`config.mk`:
```
export PLATFORM = sky130hd
export DESIGN_NAME = i8085_int_ctrl_flat
export DESIGN_NICKNAME = d
export VERILOG_FILES = /design/src/rtl/i8085_int_ctrl_if.sv /design/src/rtl/i8085_int_ctrl.sv /design/src/flat_wrapper.sv
export SDC_FILE = /design/constraint.sdc
export NUM_CORES = 1
export LEC_CHECK = 0
export CORE_MARGIN = 3
export CORE_UTILIZATION = 31
export CTS_CLUSTER_SIZE = 20
export DETAILED_ROUTE_END_ITERATION = 12
export GPL_ROUTABILITY_DRIVEN = 0
export GPL_TIMING_DRIVEN = 0
export PLACE_DENSITY = 0.61
export SLEW_MARGIN = 40
export SYNTH_ARGS = -nofsm -noshare
export SYNTH_HDL_FRONTEND = slang
export SYNTH_SLANG_ARGS = --single-unit
```
`constraint.sdc`:
```
create_clock -name clk_out -period 1.65 [get_ports clk_out]
set_input_delay 0.33 -clock clk_out [delete_from_list [all_inputs] [get_ports clk_out]]
set_output_delay 0.33 -clock clk_out [all_outputs]
set_load 0.02 [all_outputs]
```
`src/rtl/i8085_int_ctrl_if.sv`:
```
// ---------------------------------------------------------------------------
// i8085_int_ctrl_if
// Bundles the signals between the 8085 control sequencer / pins and the
// interrupt controller.
//   master : the core side (drives pins, strobes and accumulator; reads grant)
//   slave  : the interrupt controller itself
// Pins       : trap, rst75, rst65, rst55, intr, sid (asynchronous)
// Core->ctrl : instr_boundary, sim_we, acc[7:0], rim_re, ei, di, inta_ack
// Ctrl->core : irq_req, irq_vector[15:0], irq_is_intr, inte, rim_data[7:0], sod
// ---------------------------------------------------------------------------
interface i8085_int_ctrl_if;
    logic        trap;
    logic        rst75;
    logic        rst65;
    logic        rst55;
    logic        intr;
    logic        sid;
    logic        instr_boundary;
    logic        sim_we;
    logic [7:0]  acc;
    logic        rim_re;
    logic        ei;
    logic        di;
    logic        inta_ack;
    logic        irq_req;
    logic [15:0] irq_vector;
    logic        irq_is_intr;
    logic        inte;
    logic [7:0]  rim_data;
    logic        sod;

    modport master (
        output trap, rst75, rst65, rst55, intr, sid,
        output instr_boundary, sim_we, acc, rim_re, ei, di, inta_ack,
        input  irq_req, irq_vector, irq_is_intr, inte, rim_data, sod
    );

    modport slave (
        input  trap, rst75, rst65, rst55, intr, sid,
        input  instr_boundary, sim_we, acc, rim_re, ei, di, inta_ack,
        output irq_req, irq_vector, irq_is_intr, inte, rim_data, sod
    );
endinterface

```
`src/rtl/i8085_int_ctrl.sv`:
```
// ---------------------------------------------------------------------------
// i8085_int_ctrl
// Interrupt controller / arbiter for the 8085 core. Synchronises the five
// interrupt pins, applies SIM masks and INTE, grants the highest-priority
// request at an instruction boundary and holds it until the core acks.
// Implements SIM/RIM semantics including the serial SID/SOD bits.
//
// Parameter : SYNC_STAGES (>= 2) synchroniser depth on every async pin.
// Ports     : clk_out   - CPU clock
//             resetn_in - asynchronous active-low reset
//             bus       - i8085_int_ctrl_if.slave (pins, core strobes, grant)
// Macro     : I8085_SERIAL_EN - when defined, SID is synchronised into
//             rim_data[7] and SIM SOE/SOD drive sod; otherwise rim_data[7]
//             and sod are tied low and acc[7:6] are ignored on SIM.
// ---------------------------------------------------------------------------
module i8085_int_ctrl #(
    parameter int SYNC_STAGES = 2
) (
    input  logic            clk_out,
    input  logic            resetn_in,
    i8085_int_ctrl_if.slave bus
);

    typedef enum logic [0:0] {
        IDLE  = 1'b0,
        GRANT = 1'b1
    } state_e;

    // Pin vector order: [4]=TRAP [3]=RST7.5 [2]=RST6.5 [1]=RST5.5 [0]=INTR
    logic [SYNC_STAGES-1:0][4:0] pin_sync_q;
    logic [4:0]  pin_raw_s, pin_s, pin_prev_q, pin_rise_s;

    state_e      state_q, state_d;
    logic        irq_req_q, irq_req_d;
    logic [15:0] vec_q, vec_d;
    logic        is_intr_q, is_intr_d;
    logic        win_trap_q, win_trap_d;
    logic        win_75_q, win_75_d;
    logic        inte_q, inte_d;
    logic        ei_pend_q, ei_pend_d;
    logic [2:0]  mask_q, mask_d;
    logic        p75_q, p75_d;
    logic        trap_lat_q, trap_lat_d;
    logic        trap_seen_q, trap_seen_d;
    logic        ie_saved_q, ie_saved_d;
    logic        sod_q, sod_d;
    logic        sid_s;
    logic        unused_acc_s;

    logic        ack_s;
    logic [4:0]  elig_s;
    logic [15:0] win_vec_s;
    logic        win_intr_s, win_trap_s, win_75_s;

    assign pin_raw_s  = {bus.trap, bus.rst75, bus.rst65, bus.rst55, bus.intr};
    assign pin_s      = pin_sync_q[SYNC_STAGES-1];
    assign pin_rise_s = pin_s & ~pin_prev_q;

`ifdef I8085_SERIAL_EN
    logic [SYNC_STAGES-1:0] sid_sync_q;

    // SID synchroniser chain
    always_ff @(posedge clk_out or negedge resetn_in) begin
        if (!resetn_in) begin
            sid_sync_q <= '0;
        end else begin
            sid_sync_q <= {sid_sync_q[SYNC_STAGES-2:0], bus.sid};
        end
    end

    assign sid_s        = sid_sync_q[SYNC_STAGES-1];
    assign unused_acc_s = bus.acc[5];
`else
    assign sid_s        = 1'b0;
    assign unused_acc_s = ^{bus.acc[7:5], bus.sid};
`endif

    // Interrupt pin synchronisers plus previous-cycle copy for edge detection
    always_ff @(posedge clk_out or negedge resetn_in) begin
        if (!resetn_in) begin
            pin_sync_q <= '0;
            pin_prev_q <= 5'b00000;
        end else begin
            pin_sync_q <= {pin_sync_q[SYNC_STAGES-2:0], pin_raw_s};
            pin_prev_q <= pin_s;
        end
    end

    // Only an ack during GRANT is meaningful; stray acks in IDLE are ignored
    assign ack_s = (state_q == GRANT) && bus.inta_ack;

    // Eligibility per source and fixed-priority winner selection
    always_comb begin
        elig_s[4]  = trap_lat_q & pin_s[4];
        elig_s[3]  = inte_q & ~mask_q[2] & p75_q;
        elig_s[2]  = inte_q & ~mask_q[1] & pin_s[2];
        elig_s[1]  = inte_q & ~mask_q[0] & pin_s[1];
        elig_s[0]  = inte_q & pin_s[0];
        win_vec_s  = 16'h0000;
        win_intr_s = 1'b0;
        win_trap_s = 1'b0;
        win_75_s   = 1'b0;
        if (elig_s[4]) begin
            win_vec_s  = 16'h0024;
            win_trap_s = 1'b1;
        end else if (elig_s[3]) begin
            win_vec_s = 16'h003C;
            win_75_s  = 1'b1;
        end else if (elig_s[2]) begin
            win_vec_s = 16'h0034;
        end else if (elig_s[1]) begin
            win_vec_s = 16'h002C;
        end else if (elig_s[0]) begin
            win_intr_s = 1'b1;
        end else begin
            win_vec_s = 16'h0000;
        end
    end

    // Next-state logic: source latches, SIM, INTE, arbiter FSM
    always_comb begin
        state_d     = state_q;
        irq_req_d   = irq_req_q;
        vec_d       = vec_q;
        is_intr_d   = is_intr_q;
        win_trap_d  = win_trap_q;
        win_75_d    = win_75_q;
        trap_seen_d = trap_seen_q;
        ie_saved_d  = ie_saved_q;
        sod_d       = sod_q;

        // A new edge always beats a clear in the same cycle
        if (pin_rise_s[4]) begin
            trap_lat_d = 1'b1;
        end else if (ack_s && win_trap_q) begin
            trap_lat_d = 1'b0;
        end else begin
            trap_lat_d = trap_lat_q;
        end

        if (pin_rise_s[3]) begin
            p75_d = 1'b1;
        end else if ((ack_s && win_75_q) || (bus.sim_we && bus.acc[4])) begin
            p75_d = 1'b0;
        end else begin
            p75_d = p75_q;
        end

        if (bus.sim_we && bus.acc[3]) begin
            mask_d = bus.acc[2:0];
        end else begin
            mask_d = mask_q;
        end

`ifdef I8085_SERIAL_EN
        if (bus.sim_we && bus.acc[6]) begin
            sod_d = bus.acc[7];
        end else begin
            sod_d = sod_q;
        end
`endif

        // EI takes effect one instruction late; DI and ack clear immediately
        if (bus.di) begin
            inte_d    = 1'b0;
            ei_pend_d = 1'b0;
        end else begin
            if (bus.ei) begin
                ei_pend_d = 1'b1;
            end else if (bus.instr_boundary) begin
                ei_pend_d = 1'b0;
            end else begin
                ei_pend_d = ei_pend_q;
            end
            if (ack_s) begin
                inte_d = 1'b0;
            end else if (bus.instr_boundary && ei_pend_q) begin
                inte_d = 1'b1;
            end else begin
                inte_d = inte_q;
            end
        end

        // TRAP ack snapshots INTE so RIM can report the pre-trap state
        if (ack_s && win_trap_q) begin
            trap_seen_d = 1'b1;
            ie_saved_d  = inte_q;
        end else if (bus.rim_re) begin
            trap_seen_d = 1'b0;
        end else begin
            trap_seen_d = trap_seen_q;
        end

        case (state_q)
            IDLE: begin
                if (bus.instr_boundary && !bus.inta_ack && (|elig_s)) begin
                    state_d    = GRANT;
                    irq_req_d  = 1'b1;
                    vec_d      = win_vec_s;
                    is_intr_d  = win_intr_s;
                    win_trap_d = win_trap_s;
                    win_75_d   = win_75_s;
                end else begin
                    state_d = IDLE;
                end
            end
            GRANT: begin
                // Grant is held even if its source drops; no preemption
                if (bus.inta_ack) begin
                    state_d    = IDLE;
                    irq_req_d  = 1'b0;
                    vec_d      = 16'h0000;
                    is_intr_d  = 1'b0;
                    win_trap_d = 1'b0;
                    win_75_d   = 1'b0;
                end else begin
                    state_d = GRANT;
                end
            end
            default: begin
                state_d   = IDLE;
                irq_req_d = 1'b0;
            end
        endcase
    end

    // State and output registers
    always_ff @(posedge clk_out or negedge resetn_in) begin
        if (!resetn_in) begin
            state_q     <= IDLE;
            irq_req_q   <= 1'b0;
            vec_q       <= 16'h0000;
            is_intr_q   <= 1'b0;
            win_trap_q  <= 1'b0;
            win_75_q    <= 1'b0;
            inte_q      <= 1'b0;
            ei_pend_q   <= 1'b0;
            mask_q      <= 3'b111;
            p75_q       <= 1'b0;
            trap_lat_q  <= 1'b0;
            trap_seen_q <= 1'b0;
            ie_saved_q  <= 1'b0;
            sod_q       <= 1'b0;
        end else begin
            state_q     <= state_d;
            irq_req_q   <= irq_req_d;
            vec_q       <= vec_d;
            is_intr_q   <= is_intr_d;
            win_trap_q  <= win_trap_d;
            win_75_q    <= win_75_d;
            inte_q      <= inte_d;
            ei_pend_q   <= ei_pend_d;
            mask_q      <= mask_d;
            p75_q       <= p75_d;
            trap_lat_q  <= trap_lat_d;
            trap_seen_q <= trap_seen_d;
            ie_saved_q  <= ie_saved_d;
            sod_q       <= sod_d;
        end
    end

    assign bus.irq_req     = irq_req_q;
    assign bus.irq_vector  = vec_q;
    assign bus.irq_is_intr = is_intr_q;
    assign bus.inte        = inte_q;
    assign bus.sod         = sod_q;
    assign bus.rim_data    = {sid_s, p75_q, pin_s[2], pin_s[1],
                              (trap_seen_q ? ie_saved_q : inte_q), mask_q};

endmodule

```
`src/flat_wrapper.sv`:
```
// flat-port wrapper written by rule: the top's interface ports become plain ports
module i8085_int_ctrl_flat 
#(
    parameter int SYNC_STAGES = 2
)
  (clk_out, resetn_in, bus_trap, bus_rst75, bus_rst65, bus_rst55, bus_intr, bus_sid, bus_instr_boundary, bus_sim_we, bus_acc, bus_rim_re, bus_ei, bus_di, bus_inta_ack, bus_irq_req, bus_irq_vector, bus_irq_is_intr, bus_inte, bus_rim_data, bus_sod);
  i8085_int_ctrl_if bus_i ();
  input  logic clk_out;
  input  logic resetn_in;
  input wire logic [$bits(bus_i.trap)-1:0] bus_trap;
  input wire logic [$bits(bus_i.rst75)-1:0] bus_rst75;
  input wire logic [$bits(bus_i.rst65)-1:0] bus_rst65;
  input wire logic [$bits(bus_i.rst55)-1:0] bus_rst55;
  input wire logic [$bits(bus_i.intr)-1:0] bus_intr;
  input wire logic [$bits(bus_i.sid)-1:0] bus_sid;
  input wire logic [$bits(bus_i.instr_boundary)-1:0] bus_instr_boundary;
  input wire logic [$bits(bus_i.sim_we)-1:0] bus_sim_we;
  input wire logic [$bits(bus_i.acc)-1:0] bus_acc;
  input wire logic [$bits(bus_i.rim_re)-1:0] bus_rim_re;
  input wire logic [$bits(bus_i.ei)-1:0] bus_ei;
  input wire logic [$bits(bus_i.di)-1:0] bus_di;
  input wire logic [$bits(bus_i.inta_ack)-1:0] bus_inta_ack;
  output wire logic [$bits(bus_i.irq_req)-1:0] bus_irq_req;
  output wire logic [$bits(bus_i.irq_vector)-1:0] bus_irq_vector;
  output wire logic [$bits(bus_i.irq_is_intr)-1:0] bus_irq_is_intr;
  output wire logic [$bits(bus_i.inte)-1:0] bus_inte;
  output wire logic [$bits(bus_i.rim_data)-1:0] bus_rim_data;
  output wire logic [$bits(bus_i.sod)-1:0] bus_sod;
  assign bus_i.trap = bus_trap;
  assign bus_i.rst75 = bus_rst75;
  assign bus_i.rst65 = bus_rst65;
  assign bus_i.rst55 = bus_rst55;
  assign bus_i.intr = bus_intr;
  assign bus_i.sid = bus_sid;
  assign bus_i.instr_boundary = bus_instr_boundary;
  assign bus_i.sim_we = bus_sim_we;
  assign bus_i.acc = bus_acc;
  assign bus_i.rim_re = bus_rim_re;
  assign bus_i.ei = bus_ei;
  assign bus_i.di = bus_di;
  assign bus_i.inta_ack = bus_inta_ack;
  assign bus_irq_req = bus_i.irq_req;
  assign bus_irq_vector = bus_i.irq_vector;
  assign bus_irq_is_intr = bus_i.irq_is_intr;
  assign bus_inte = bus_i.inte;
  assign bus_rim_data = bus_i.rim_data;
  assign bus_sod = bus_i.sod;
  i8085_int_ctrl #(.SYNC_STAGES(SYNC_STAGES)) u_core (.clk_out(clk_out), .resetn_in(resetn_in), .bus(bus_i));
endmodule
```
==> flow_metrics.tcl <==
set metrics [dict create \
    drt-total-wl_um 2410 \
    synthToLayoutAreaGrowth_pct 39.4 \
    cts_post_setup_buffers_inserted 0 \
    r2r-end "u_core.bus.irq_vector[4]" \
    final_util_pct 46.9 \
    setup_viol 0 \
    num_vias 902 \
    ys_seq_elements 29 \
    layout.nets 181 \
    syn_area_per_cell_sq_um 11.9 \
    multi_input_area_sq_um 414 \
    holdWs_ps 63.0 \
    maxSlewHeadroom_pct 58.9 \
    synth.distinct_cells 30 \
    power.total_w 0.00185 \
    ff2ff_setup_slack_ps 190 \
    synth_flop_cell "dfrtp_1" \
    wl_per_cell_um 11.6 \
    num_rows 22 \
    nFillCells 371 \
    path_cells "clkdlybuf4s50_1" \
    synthAdderAreaFrac_pct 0 \
    final_cell_count_no_fill 208 \
    synthSimpleGateAreaFrac_pct 8.17 \
    syn_area_sq_um 1290 \
    ctsLongestPathBuffers 2 \
    numCtsBuffers 5 \
    rr_startpoint "u_core.bus.inte" \
    ys_seq_area_share_pct 56.7 \
    ys_top_cells_by_area "dfrtp_1, buf_4, dfstp_2" \
    synth_edf_count 0 \
    skew_ps 4.20 \
    synthArstFlopShare_pct 100 \
    min_period_over_period_pct 96.8 \
    drt_iter0_drc 19 \
    power_density_nw_per_um2 1030 \
    cp_data_arrival_time_ps 1270 \
    slew_viol_final 0 \
    hpwl_um 1850 \
    seqCellArea_sq_um 729 \
    vias_per_cell 4.34 \
    synth_xor_area_share_pct 0 \
    synth_top_area_share_pct 50.6 \
    core_sq_um 3830 \
    grt_pass1_wl_um 4040 \
    antenna_found_initial 0 \
    initial_core_util_pct 33.6 \
    clock-root-buffer "clkbuf_8" \
    ant_nets 0 \
    slowest_stage "clkdlybuf4s50_1" \
    synth_top_area_cell "dfrtp_1" \
    tightest_slew_ps 616 \
    crit_path_max_fanout 2 \
    critPathRequiredTime_ps 1320 \
    netlist_instances 108 \
    dpl.cell_count 200 \
    diodes 0 \
    path_clk_slew_ps 60 \
    dieArea_sq_um 4960 \
    yosysWarningCount 0 \
    vdd_drop_max_mv 0.590 \
    cts_hold_buf 0 \
    grt.total_usage_pct 10.6 \
    layout_min_cycle_time_ps 1600 \
    rsz0062_at_grt "false" \
    synth_most_common_cell "dfrtp_1" \
    finalHoldViolCount 0 \
    cts_max_level 2 \
    synth_top_family_by_area "buffers and inverters" \
    chipHeight_um 70.4 \
    grt-ovfl-total 0 \
    cp-end-kind "primary output" \
    io_pins 50 \
    fin_setup_tns_ps 0 \
    outcome "finished, final reports clean" \
    crit_family "buffers and inverters" \
    grt_max_degree 30 \
    cts_sinks 29 \
    portBuffers 31 \
    final_layout_size_suffix_gt1_share_pct 27.5 \
    cts_tree "done" \
    grt_pass1_vias 959 \
    slowest_delay_ps 610 \
    drc 0 \
    synth-compound-area-share_pct 14.0 \
    synthTopCellsByCount "dfrtp_1, buf_4, nand2_1" \
    critPathKind "reg -> out" \
    synth_mux_area_share_pct 5.93 \
    r2r_cells 4 \
    hold_path.class "in -> async" \
    maxCapViolCount 0 \
    clk_latency_ps 280 \
    fmax_mhz 626 \
    die_w_um 70.4 \
    cp-start-kind "register" \
    critPathBufInv 1 \
    p_leak_nw 0.871 \
    firstDrtPassIters 4 \
]
## stage by stage
stage                     setup WS [ps]  area, sq um
after global routing               7.06         1790
after global placement             -173         1710
after floorplan                     164         1340
after CTS                          29.4         1790
final                              53.4         1790
after detailed placement          -98.1         1700
## timing repair
action,CTS,global route
setup endpoints to repair,8,2
endpoints found under the hold margin,0,0
resized for setup,11,2
## worst max-delay path by stage
stage	cells after the start	end	start
2_1_floorplan	4	u_core.bus.irq_vector[4]	u_core.bus.inte
3_3_place_gp	1	u_core.bus.inte	resetn_in
3_5_place_dp	4	u_core.bus.irq_vector[4]	bus_instr_boundary
4_1_cts	1	bus_irq_vector[2]	u_core.bus.irq_vector[2]
5_1_grt	1	bus_inte	u_core.bus.inte
6_report	1	bus_inte	u_core.bus.inte
## report_power, final
group / total (W) / switching, W / internal, W / leakage, nW
clock network: 0.000637 / 0.000261 / 0.000376 / 0.0542
logic: 0.000375 / 0.000192 / 0.000183 / 0.468
registers: 0.000838 / 0.0000494 / 0.000789 / 0.349
total: 0.00185 / 0.000502 / 0.00135 / 0.871
## final cells by class
cell class / count / share of cell area [%]
flip-flops and latches: 29 / 40.7
plain buffers: 20 / 8.79
clock inverters: 1 / 0.279
multi-input cells: 63 / 23.1
clock buffers: 7 / 5.37
inverters: 9 / 1.88
well taps: 48 / 3.35
repair buffers: 31 / 16.5
## sequential cells by signal, indices dropped and copies added, names as in the netlist, 2 cells and up
| name | cells |
|---|---|
| u_core.bus.irq_vector | 3 |
| u_core.pin_sync_q | 5 |
| u_core.pin_prev_q | 2 |
| u_core.mask_q | 3 |
| u_core.pin_s | 5 |
## cell usage in the layout (no fill, tap or decap), drive strengths merged
| cell type | Yosys | routed |
|---|---|---|
| o21ai | 8 | 8 |
| dlygate4sd2 | 0 | 7 |
| nor3 | 1 | 1 |
| nor4b | 1 | 1 |
| nand3 | 1 | 1 |
| a21oi | 3 | 3 |
| clkbuf | 0 | 7 |
| o21ba | 1 | 1 |
| and4 | 1 | 1 |
| a31oi | 1 | 1 |
| a31o | 1 | 1 |
| buf | 20 | 22 |
| o211ai | 2 | 2 |
| dfstp | 3 | 3 |
| conb | 1 | 14 |
| o32ai | 1 | 1 |
| o31a | 1 | 1 |
| nor3b | 1 | 1 |
| nor2b | 3 | 3 |
| a32oi | 2 | 2 |
| mux2i | 2 | 2 |
| clkdlybuf4s50 | 0 | 20 |
| inv | 9 | 9 |
| dfrtp | 26 | 26 |
| a311o | 1 | 1 |
| clkinv | 0 | 1 |
| nor2 | 1 | 1 |
| mux2 | 5 | 5 |
| dlymetal6s2s | 0 | 2 |
| nand2 | 11 | 11 |
| a211oi | 1 | 1 |
## per-layer routing
metal,routed length [um],track usage [%],vias to the layer above
met5,0,0,-
met4,53,6.81,0
met1,983,10.9,422
met2,1140,17.0,40
li1,-,-,434
met3,229,5.04,6
## cell families (layout without fill, tap and decap cells)
group | Yosys count | count (layout)
DFF | 29 | 29
buffers and inverters | 29 | 68
AOI/OAI and AO/OA | 22 | 22
and+or+nand+nor | 20 | 20
muxes | 7 | 7
other | 1 | 14
No activity file was read; power rests on OpenSTA's default activity.
